<file path="src/rtl/svcs_hs_frame_tx.sv">
// Serialises a 28-byte header plus n 32-bit payload words into a little-endian byte stream.
// Optional trailing XOR checksum byte when SVCS_FRAME_CSUM_EN is defined.
module svcs_hs_frame_tx #(
   parameter int unsigned MAX_PAYLOADS = 1024
) (
   input  logic        clk,
   input  logic        rst,
   input  logic        hdr_valid,
   output logic        hdr_ready,
   input  logic [63:0] hdr_trnx_type,
   input  logic [63:0] hdr_trnx_id,
   input  logic [63:0] hdr_data_type,
   input  logic [31:0] hdr_n_payloads,
   input  logic        pl_valid,
   output logic        pl_ready,
   input  logic [31:0] pl_data,
   output logic        byte_valid,
   input  logic        byte_ready,
   output logic [7:0]  byte_data,
   output logic        byte_last,
   output logic        busy,
   output logic        err_len
);

   typedef enum logic [2:0] {
      S_IDLE,
      S_HDR,
      S_PL_LOAD,
      S_PL_SHIFT
`ifdef SVCS_FRAME_CSUM_EN
      , S_CSUM
`endif
   } state_t;

   state_t         state_q, state_d;
   logic [223:0]   hdr_q, hdr_d;
   logic [4:0]     idx_q, idx_d;
   logic [31:0]    cnt_q, cnt_d;
   logic [31:0]    word_q, word_d;
   logic [1:0]     bidx_q, bidx_d;
   logic           err_q, err_d;
   logic           run_q;
`ifdef SVCS_FRAME_CSUM_EN
   logic [7:0]     csum_q, csum_d;
`endif

   // run_q delays hdr_ready by one clock after reset release
   always_ff @(posedge clk or posedge rst) begin
      if (rst) begin
         state_q <= S_IDLE;
         hdr_q   <= '0;
         idx_q   <= '0;
         cnt_q   <= '0;
         word_q  <= '0;
         bidx_q  <= '0;
         err_q   <= 1'b0;
         run_q   <= 1'b0;
`ifdef SVCS_FRAME_CSUM_EN
         csum_q  <= '0;
`endif
      end else begin
         state_q <= state_d;
         hdr_q   <= hdr_d;
         idx_q   <= idx_d;
         cnt_q   <= cnt_d;
         word_q  <= word_d;
         bidx_q  <= bidx_d;
         err_q   <= err_d;
         run_q   <= 1'b1;
`ifdef SVCS_FRAME_CSUM_EN
         csum_q  <= csum_d;
`endif
      end
   end

   always_comb begin
      state_d    = state_q;
      hdr_d      = hdr_q;
      idx_d      = idx_q;
      cnt_d      = cnt_q;
      word_d     = word_q;
      bidx_d     = bidx_q;
      err_d      = 1'b0;
      hdr_ready  = 1'b0;
      pl_ready   = 1'b0;
      byte_valid = 1'b0;
      byte_data  = '0;
      byte_last  = 1'b0;
`ifdef SVCS_FRAME_CSUM_EN
      csum_d     = csum_q;
`endif
      case (state_q)
         S_IDLE: begin
            hdr_ready = run_q;
            if (hdr_valid && run_q) begin
               if (hdr_n_payloads > 32'(MAX_PAYLOADS)) begin
                  err_d = 1'b1;
               end else begin
                  hdr_d   = {hdr_n_payloads, hdr_data_type, hdr_trnx_id, hdr_trnx_type};
                  idx_d   = '0;
                  cnt_d   = hdr_n_payloads;
                  state_d = S_HDR;
`ifdef SVCS_FRAME_CSUM_EN
                  csum_d  = '0;
`endif
               end
            end
         end
         S_HDR: begin
            byte_valid = 1'b1;
            byte_data  = hdr_q[7:0];
`ifndef SVCS_FRAME_CSUM_EN
            byte_last  = (idx_q == 5'd27) && (cnt_q == 32'd0);
`endif
            if (byte_ready) begin
               hdr_d = hdr_q >> 8;
               idx_d = idx_q + 5'd1;
`ifdef SVCS_FRAME_CSUM_EN
               csum_d = csum_q ^ hdr_q[7:0];
`endif
               if (idx_q == 5'd27) begin
                  if (cnt_q == 32'd0) begin
`ifdef SVCS_FRAME_CSUM_EN
                     state_d = S_CSUM;
`else
                     state_d = S_IDLE;
`endif
                  end else begin
                     state_d = S_PL_LOAD;
                  end
               end
            end
         end
         S_PL_LOAD: begin
            pl_ready = 1'b1;
            if (pl_valid) begin
               word_d  = pl_data;
               bidx_d  = '0;
               state_d = S_PL_SHIFT;
            end
         end
         S_PL_SHIFT: begin
            byte_valid = 1'b1;
            byte_data  = word_q[7:0];
`ifndef SVCS_FRAME_CSUM_EN
            byte_last  = (bidx_q == 2'd3) && (cnt_q == 32'd1);
`endif
            if (byte_ready) begin
               word_d = word_q >> 8;
               bidx_d = bidx_q + 2'd1;
`ifdef SVCS_FRAME_CSUM_EN
               csum_d = csum_q ^ word_q[7:0];
`endif
               if (bidx_q == 2'd3) begin
                  cnt_d = cnt_q - 32'd1;
                  if (cnt_q == 32'd1) begin
`ifdef SVCS_FRAME_CSUM_EN
                     state_d = S_CSUM;
`else
                     state_d = S_IDLE;
`endif
                  end else begin
                     state_d = S_PL_LOAD;
                  end
               end
            end
         end
`ifdef SVCS_FRAME_CSUM_EN
         S_CSUM: begin
            byte_valid = 1'b1;
            byte_data  = csum_q;
            byte_last  = 1'b1;
            if (byte_ready) state_d = S_IDLE;
         end
`endif
         default: state_d = S_IDLE;
      endcase
   end

   assign busy    = (state_q != S_IDLE);
   assign err_len = err_q;

endmodule

</file>
<file path="config.mk">
export PLATFORM = sky130hd
export DESIGN_NAME = svcs_hs_frame_tx
export DESIGN_NICKNAME = d
export VERILOG_FILES = /design/src/rtl/svcs_hs_frame_tx.sv
export SDC_FILE = /design/constraint.sdc
export NUM_CORES = 1
export LEC_CHECK = 0
export CORE_ASPECT_RATIO = 0.5
export CORE_MARGIN = 2
export CORE_UTILIZATION = 55
export DETAILED_ROUTE_END_ITERATION = 10
export DONT_BUFFER_PORTS = 1
export PLACE_DENSITY_LB_ADDON = 0.2
export SLEW_MARGIN = 25
export SYNTH_ARGS = -nofsm -noshare
export SYNTH_HDL_FRONTEND = slang
export SYNTH_SLANG_ARGS = --single-unit
</file>
<file path="constraint.sdc">
create_clock -name clk -period 14.2 [get_ports clk]
set_input_delay 3.55 -clock clk [delete_from_list [all_inputs] [get_ports clk]]
set_output_delay 3.55 -clock clk [all_outputs]
set_load 0.03 [all_outputs]
</file>
Yosys cells after proc, flatten, opt, wreduce, memory -nomap -nowiden
Index checks and enable logic that the tools add are counted.
{ "classes": {"n_reduce_logical": 14, "n_lt_le_gt_ge": 1, "eq_ne": 13, "n_mux": 37, "n_addsub": 3} }
{ "ops": {"columns": ["cell", "n"], "rows": [
  ["2-to-1 mux 224 bit", 3],
  ["one-hot mux 224 bit (2 select lines)", 1],
  ["2-to-1 mux 32 bit", 6],
  ["one-hot mux 32 bit (2 select lines)", 2],
  ["equality test 32 x 1 -> 1 bit, second input constant", 1],
  ["greater-than comparator 32 x 11 -> 1 bit, second input constant", 1],
  ["zero test 32 bit", 1],
  ["subtractor 32 x 1 -> 32 bit, second input constant", 1],
  ["2-to-1 mux 3 bit", 7],
  ["one-hot mux 8 bit (2 select lines)", 1],
  ["2-to-1 mux 5 bit", 3],
  ["!= test 2 bit, second input constant", 7],
  ["one-hot mux 3 bit (4 select lines)", 1],
  ["one-hot mux 5 bit (2 select lines)", 1],
  ["2-to-1 mux 2 bit", 4],
  ["AND reduction 7 bit", 1],
  ["equality test 3 x 2 -> 1 bit, second input constant", 2],
  ["2-to-1 mux 1 bit", 6],
  ["nonzero test 2 bit", 3],
  ["adder 5 x 1 -> 5 bit, second input constant", 1],
  ["equality test 5 bit, second input constant", 1],
  ["AND reduction 5 bit", 1],
  ["one-hot mux 2 bit (2 select lines)", 1],
  ["AND reduction 4 bit", 1],
  ["9 further kinds", 11]
]} }
{ "totals": {"regBits": 300, "wordCells": 76, "output_inout_bits": 14, "in_bits": 261} }

Depth between registers and ports, before layout
Gate-level depths: netlist (run 1).
{ "logic_depth": {"ltp_word": 5, "depth_mapped": 9, "mapped_depth_nobuf": 7} }

Worst setup path after synthesis (run 1)
OpenSTA, ideal clock, no wires.
{ "synth_timing": {"path_kind": "reg2out", "from": "register cnt_q[7]", "to": "output port byte_last", "path_stages_with_launch": 6, "arrival_time_ns": 2.361, "n_path_buf": 1, "slack_ns": 8.289, "t_required_ns": 10.650, "path_cell_list": "dfrtp_1 or4_4 or4_4 buf_6 nor4b_1 and3_1"} }
{ "synth_between": {"elab_chain_len": 3, "elab_cells_between_ends": 5, "cone_classes": "eq/ne (1); mux (1); reduce/logical (3)"} }
{ "synth_rtl": {"columns": ["item", "line", "rtl"], "rows": [
  ["from (decl)", "38", "logic [31:0] cnt_q, cnt_d;"],
  ["from (signal assigned)", "65", "cnt_q <= cnt_d;"],
  ["equality test 32 x 1 -> 1 bit or zero test 32 bit (tied branches)", "146, 113", null],
  ["logical AND 1 bit (on tied branches)", "146, 113", null],
  ["one-hot mux 1 bit (2 select lines) (*)", "92", "case (state_q)"],
  ["to (decl)", "20", "output logic byte_last,"]
]} }
Mark *: on every way between the ends. The rest lies on a longest branch, timed or not.

Worst setup path in the final report (run 1)
{ "layout_timing": {"from": "input port hdr_n_payloads[25]", "to": "register hdr_q[101]"} }
{ "layout_between": {"elab_chain_len": 3} }
{ "layout_rtl": {"columns": ["item", "line", "rtl"], "rows": [
  ["from (decl)", "13", "input logic [31:0] hdr_n_payloads,"],
  ["greater-than comparator 32 x 11 -> 1 bit", "96", "if (hdr_n_payloads > 32'(MAX_PAYLOADS)) begin"],
  ["!= test 2 bit (no source line)", null, null],
  ["AND reduction 4 bit (no source line)", null, null],
  ["to (signal assigned)", "63", "hdr_q <= hdr_d;"],
  ["to (decl)", "36", "logic [223:0] hdr_q, hdr_d;"]
]} }
No other way between the ends.
A chain may end at the register's enable or synchronous reset.

==> impl_metrics.ini, run 1 <==
[timing]
hold_viol = 0
rsz0062_at_grt = false
finClkSkew_ns = 0.00990
min_period_ns = 7.38
setup_tns_ns = 0
fin_ws_ns = 6.82
fmax_ghz = 0.135
final.period_utilization_pct = 52.0
final_max_slew_viol_count = 0
slew_headroom_pct = 31.8
tightest_slew_ns = 1.02
setup_viol = 0

[logic_synthesis]
synthMuxAreaShare_pct = 2.44
synth-seq-cells = 299
yosys.area_share.adder_pct = 0.432
synth_compound_area_share_pct = 15.3
synth_top_area_cell = dfrtp_1
synth_seq_area_share_pct = 51.7
synth-edff-count = 0
synth_xor_xnor_area_share_pct = 0.182
syn_nets = 1960
yosysUniqueCellTypes = 61
synth_flop_cell = dfrtp_1
yosys.area_share.simple_pct = 25.3
synth-warning-count = 0
postSynthCellCount = 1694
synth_top_area_share_pct = 51.7
synth-async-reset-ratio_pct = 100
yosys-top-cells-area = dfrtp_1, nand2_1, a31oi_1
synth_top_family_by_area = simple AND/OR/NAND/NOR gates
syn-mean-instance-area_um2 = 8.54
syn-cell-area_um2 = 14500

[routing]
ant_nets = 0
wirelength_um = 39700
drc = 0
dr.pass1.iters = 6
viasPerCell = 6.42
vias = 12500
drt_iter0_drc = 1623
wl_per_cell_um = 20.4

[grt]
grt_overflow_total = 0
grt_pass1_vias = 11700
grt_max_degree = 237
grt_pass1_wl_um = 63200
antenna_found_initial = 0
grt_use_total_pct = 28.1

[critical_path]
worstSetupEndpointType = register
cp_cell_sequence = nor4_1 > nand4_1 > or4_1 > nand2b_4 > buf_4 > buf_4 > a31oi_1
crit_path_start_kind = input pin
cp_slowest_cell = or4_1
path_max_fanout = 91
arrival_ns = 7.73
crit_type = in2reg
crit_top_cell = buf_4
crit_buf_inv = 2
critPathTopFamily = simple AND/OR/NAND/NOR gates
worst-endpoint-required_ns = 14.55
cpPeakStageDelay_ns = 0.86

[final_layout]
drive_above_1_share_pct = 4.69
fillCellCount = 2210
mostFrequentLayoutCells = nand2_1, dfrtp_1, a31oi_1
layout.nets = 1849
synthToLayoutAreaGrowth_pct = 5.84
final_common_cell = nand2_1

[clock_network]
cts_sinks = 299
cts_tree = built
htree_num_levels = 1
cts_setup_buffers = 0
cts-root-buf = clkbuf_16
path_clk_slew_ns = 0.07
cts.path.max_buffers = 3
clock_latency_ns = 0.54
cts_resized = 0
holdBufCountCts = 0
cts_buffers = 27

[floorplan]
coreArea_um2 = 25500
fp.dieH_um = 119
initial_core_util_pct = 56.7
ios = 275
dieWidth_um = 233
die_area_um2 = 27700
num_rows = 41

[status]
status = complete, no violations

[min_path]
holdCritPathClass = reg2reg

[power]
powerDensity_nw_per_um2 = 103
power_leakage_nw = 7.26
ir_drop_mv = 0.0754

[run]
maxCapViolations = 0

[placed_design]
gp_congestion = 0.902
post-dp-hpwl_um = 24900
io_buffers = 0
place_ws_ns = 6.37
==> sequential cells by signal (all words and copies together), names as in the netlist <==
name     count
hdr_q      224
cnt_q       32
word_q      32
idx_q        5
bidx_q       2
state_q      2
err_len      1
run_q        1
==> stage by stage <==
step                cells  hold WS, ns  power (mW)  area, µm²  utilization (%)
floorplan            1694        0.449       0.899      14500                -
global placement     1896        0.461       0.910      14500             56.7
detailed placement   1896        0.470       0.911      14500             56.7
CTS                  1940        0.484        1.59      15300             59.8
global route         1942        0.501        1.64      15300             60.0
finish               1943        0.479        1.58      15300             60.1
==> where the power goes <==
group | internal [mW] | leakage (nW) | switching, mW
logic | 0.0102 | 2.76 | 0.0313
registers | 0.852 | 4.10 | 0.000503
clock network | 0.368 | 0.392 | 0.318
==> worst reg2reg max path, stage by stage, from the launching register on <==
cell	delay [ns]
dfrtp_1	0.77
nor2_1	0.39
nand3_1	0.23
or4_1	0.81
nand2b_4	0.60
buf_4	0.75
buf_4	0.85
a31oi_1	0.28
==> per-layer routing <==
metal	part of all wire [%]	vias up	track usage, %
met3	7.0	62	4.61
met4	2.0	0	5.85
met5	0	-	0
li1	-	5767	-
met1	44	6131	41.2
met2	47	515	44.1
==> final cells by class <==
| class | instances | area [µm²] | share of cell area [%] |
|---|---|---|---|
| Sequential cell | 299 | 7480 | 48.9 |
| Timing Repair Buffer | 16 | 181 | 1.18 |
| Tap cell | 344 | 430 | 2.81 |
| Clock inverter | 7 | 37.5 | 0.245 |
| Clock buffer | 37 | 753 | 4.92 |
| Antenna cell | 1 | 2.50 | 0.0163 |
| Inverter | 15 | 68.8 | 0.449 |
| Multi-Input combinational cell | 1224 | 6360 | 41.5 |
==> Yosys cell counts, types with 4 or more instances <==
cell,instances
and2_1,13
o21ai_0,43
or3_1,6
nor2_1,31
or4_1,5
o221ai_1,4
o22ai_1,11
inv_1,15
dfrtp_1,299
nand3_1,11
nor3_1,225
a22oi_1,7
mux2i_1,33
ha_1,5
a2bb2oi_1,8
a21oi_1,7
buf_1,11
nand2_1,495
o211ai_1,5
clkbuf_1,141
a211o_1,5
nor4_1,19
a31oi_1,229
nor2b_1,10
==> path summary, 6_finish.rpt <==
kind / startpoint / end / slack (ns) / depth (start not counted)
setup reg to reg: state_q[0]$_DFFE_PP0P_ / hdr_q[101]$_DFFE_PP0P_ / 9.34 / 7
hold / removal: word_q[14]$_DFFE_PP0P_ / word_q[14]$_DFFE_PP0P_ / 0.48 / 2
min in group asynchronous: rst / hdr_q[108]$_DFFE_PP0P_ / 2.95 / 1
setup / recovery: hdr_n_payloads[25] / hdr_q[101]$_DFFE_PP0P_ / 6.82 / 7
max in group asynchronous: rst / word_q[20]$_DFFE_PP0P_ / 9.87 / 2
hold reg to reg: word_q[14]$_DFFE_PP0P_ / word_q[14]$_DFFE_PP0P_ / 0.48 / 2
==> cell families after synthesis <==
group,Yosys count
compound gates,343
xor+xnor,3
fa+ha+maj,5
buf+inv,171
flops,299
mux,35
other cells,1
simple gates,837
(Power assumes the default switching activity.)
==> inputs of run 2 (changes only) <==
==> constraint.sdc (replaced) <==
create_clock -name clk -period 7.25 [get_ports clk]
set_input_delay 1.8125 -clock clk [delete_from_list [all_inputs] [get_ports clk]]
set_output_delay 1.8125 -clock clk [all_outputs]
set_load 0.03 [all_outputs]
==> impl_metrics.ini, run 2 (synthesis results as in run 1) <==
[timing]
min_period_ns = 5.08
final.period_utilization_pct = 70.1
hold_viol = 0
tightest_slew_ns = 1.11
setup_tns_ns = 0
fin_ws_ns = 2.17
setup_viol = 0
finClkSkew_ns = 0.0121
rsz0062_at_grt = false
holdWs_ns = 0.478
final_max_slew_viol_count = 0
slew_headroom_pct = 26.2
fmax_ghz = 0.197

[routing]
wl_per_cell_um = 20.1
dr.pass1.iters = 6
drt_iter0_drc = 1645
vias = 12300
wirelength_um = 39100
ant_nets = 0
drc = 0
viasPerCell = 6.32

[run]
maxCapViolations = 0

[critical_path]
startpoint = cnt_q[7]$_DFFE_PP0P_
rr_startpoint = state_q[0]$_DFFE_PP0P_
path_depth = 4
cp_slowest_cell = nor4b_1
worstSetupEndpointType = primary output
crit_top_cell = or4_4
reg2reg_depth = 6
worst-endpoint-required_ns = 5.44
cp_cell_sequence = or4_4 > or4_4 > nor4b_1 > and3_1
r2r_end = hdr_q[145]$_DFFE_PP0P_
rrSetupSlack_ns = 3.11
crit_type = reg2out
arrival_ns = 3.27
crit_path_start_kind = register
crit_buf_inv = 0
critPathTopFamily = simple AND/OR/NAND/NOR gates
path_max_fanout = 10
cpPeakStageDelay_ns = 0.62

[clock_network]
htree_num_levels = 1
path_clk_slew_ns = 0.07
cts.path.max_buffers = 3
cts_sinks = 299
clock_latency_ns = 0.54
cts_resized = 0
holdBufCountCts = 0
cts_setup_buffers = 0
cts-root-buf = clkbuf_16
cts_tree = built
cts_buffers = 26

[placed_design]
place_ws_ns = 1.90
post-dp-hpwl_um = 24500
gp_congestion = 0.889
io_buffers = 0
dp.cells = 1897

[final_layout]
largest_reg_flops = 224
layout.nets = 1849
synthToLayoutAreaGrowth_pct = 6.68
top_regs = hdr_q x224, cnt_q x32, word_q x32
drive_above_1_share_pct = 5.06
instances_no_fill = 1947
mostFrequentLayoutCells = nand2_1, dfrtp_1, a31oi_1
regMostFlops = hdr_q
final_common_cell = nand2_1

[power]
p_int_mw = 2.49
powerDensity_nw_per_um2 = 206
seq_power_share_pct = 52.4
swShare_pct = 21.6
switching_power_mw = 0.689
ir_drop_mv = 0.200
comb_power_share_pct = 2.6
clkPwrFrac_pct = 45.0
power_leakage_nw = 7.31

[floorplan]
initial_core_util_pct = 56.7
num_rows = 41
ios = 275
die_area_um2 = 27700
fp.dieH_um = 119
dieWidth_um = 233
coreArea_um2 = 25500

[min_path]
min_path_cells = 2
hp-start = word_q[29]$_DFFE_PP0P_
holdCritPathClass = reg2reg
whs_endpoint = word_q[29]$_DFFE_PP0P_

[grt]
grt_max_degree = 236
grt_overflow_total = 0
grt_use_total_pct = 28.0
grt_pass1_wl_um = 63000
grt_pass1_vias = 11600
antenna_found_initial = 1

[status]
status = complete, no violations
## run 2: worst reg2reg max path, stage by stage (launching register included)
cell      delay [ns]
dfrtp_1         0.98
nor2b_4         0.32
buf_12          0.52
and2_4          0.73
nand2b_4        0.76
buf_4           0.54
a31oi_1         0.16
## run 2: layout make-up
| class | instances | area, µm² |
|---|---|---|
| Fill cell | 2215 | 10100 |
| Clock inverter | 9 | 97.6 |
| Multi-Input combinational cell | 1224 | 6360 |
| Sequential cell | 299 | 7480 |
| Clock buffer | 38 | 767 |
| Inverter | 15 | 60.1 |
| Timing Repair Buffer | 17 | 229 |
| Tap cell | 344 | 430 |
| Antenna cell | 1 | 2.50 |
## run 2: how the worst max path moves through the flow
stage / slack (ns) / end
2_1_floorplan: 1.46 / bidx_q[0]$_DFFE_PP0P_
3_3_place_gp: 2.05 / hdr_q[111]$_DFFE_PP0P_
3_5_place_dp: 1.90 / hdr_q[145]$_DFFE_PP0P_
4_1_cts: 2.25 / byte_last
5_1_grt: 2.08 / byte_last
6_report: 2.17 / byte_last
## run 2: metrics by stage
step / total power, mW / utilization (%) / area, µm²
4_1_cts: 3.21 / 60.2 / 15400
6_report: 3.18 / 60.5 / 15400
3_3_place_gp: 1.78 / 56.8 / 14500
3_5_place_dp: 1.78 / 56.8 / 14500
2_1_floorplan: 1.76 / - / 14500
5_1_grt: 3.31 / 60.5 / 15400
## run 2: power by group through the flow
| stage | registers [mW] | logic [mW] | clock network [mW] |
|---|---|---|---|
| final | 1.67 | 0.0813 | 1.43 |
| after global routing | 1.67 | 0.0954 | 1.54 |
| after CTS | 1.67 | 0.0839 | 1.46 |
| after detailed placement | 1.70 | 0.0836 | 0 |
| after global placement | 1.70 | 0.0818 | 0 |
| after floorplan | 1.70 | 0.0595 | 0 |
## run 2: routing by layer
layer  global-route usage (%)  vias up  part of all wire, %
met5                        0        -                    0
met4                     6.13        0                  2.3
met3                     5.60       72                  7.1
met2                     41.6      449                   45
met1                     42.3     6019                   45
li1                         -     5757                    -
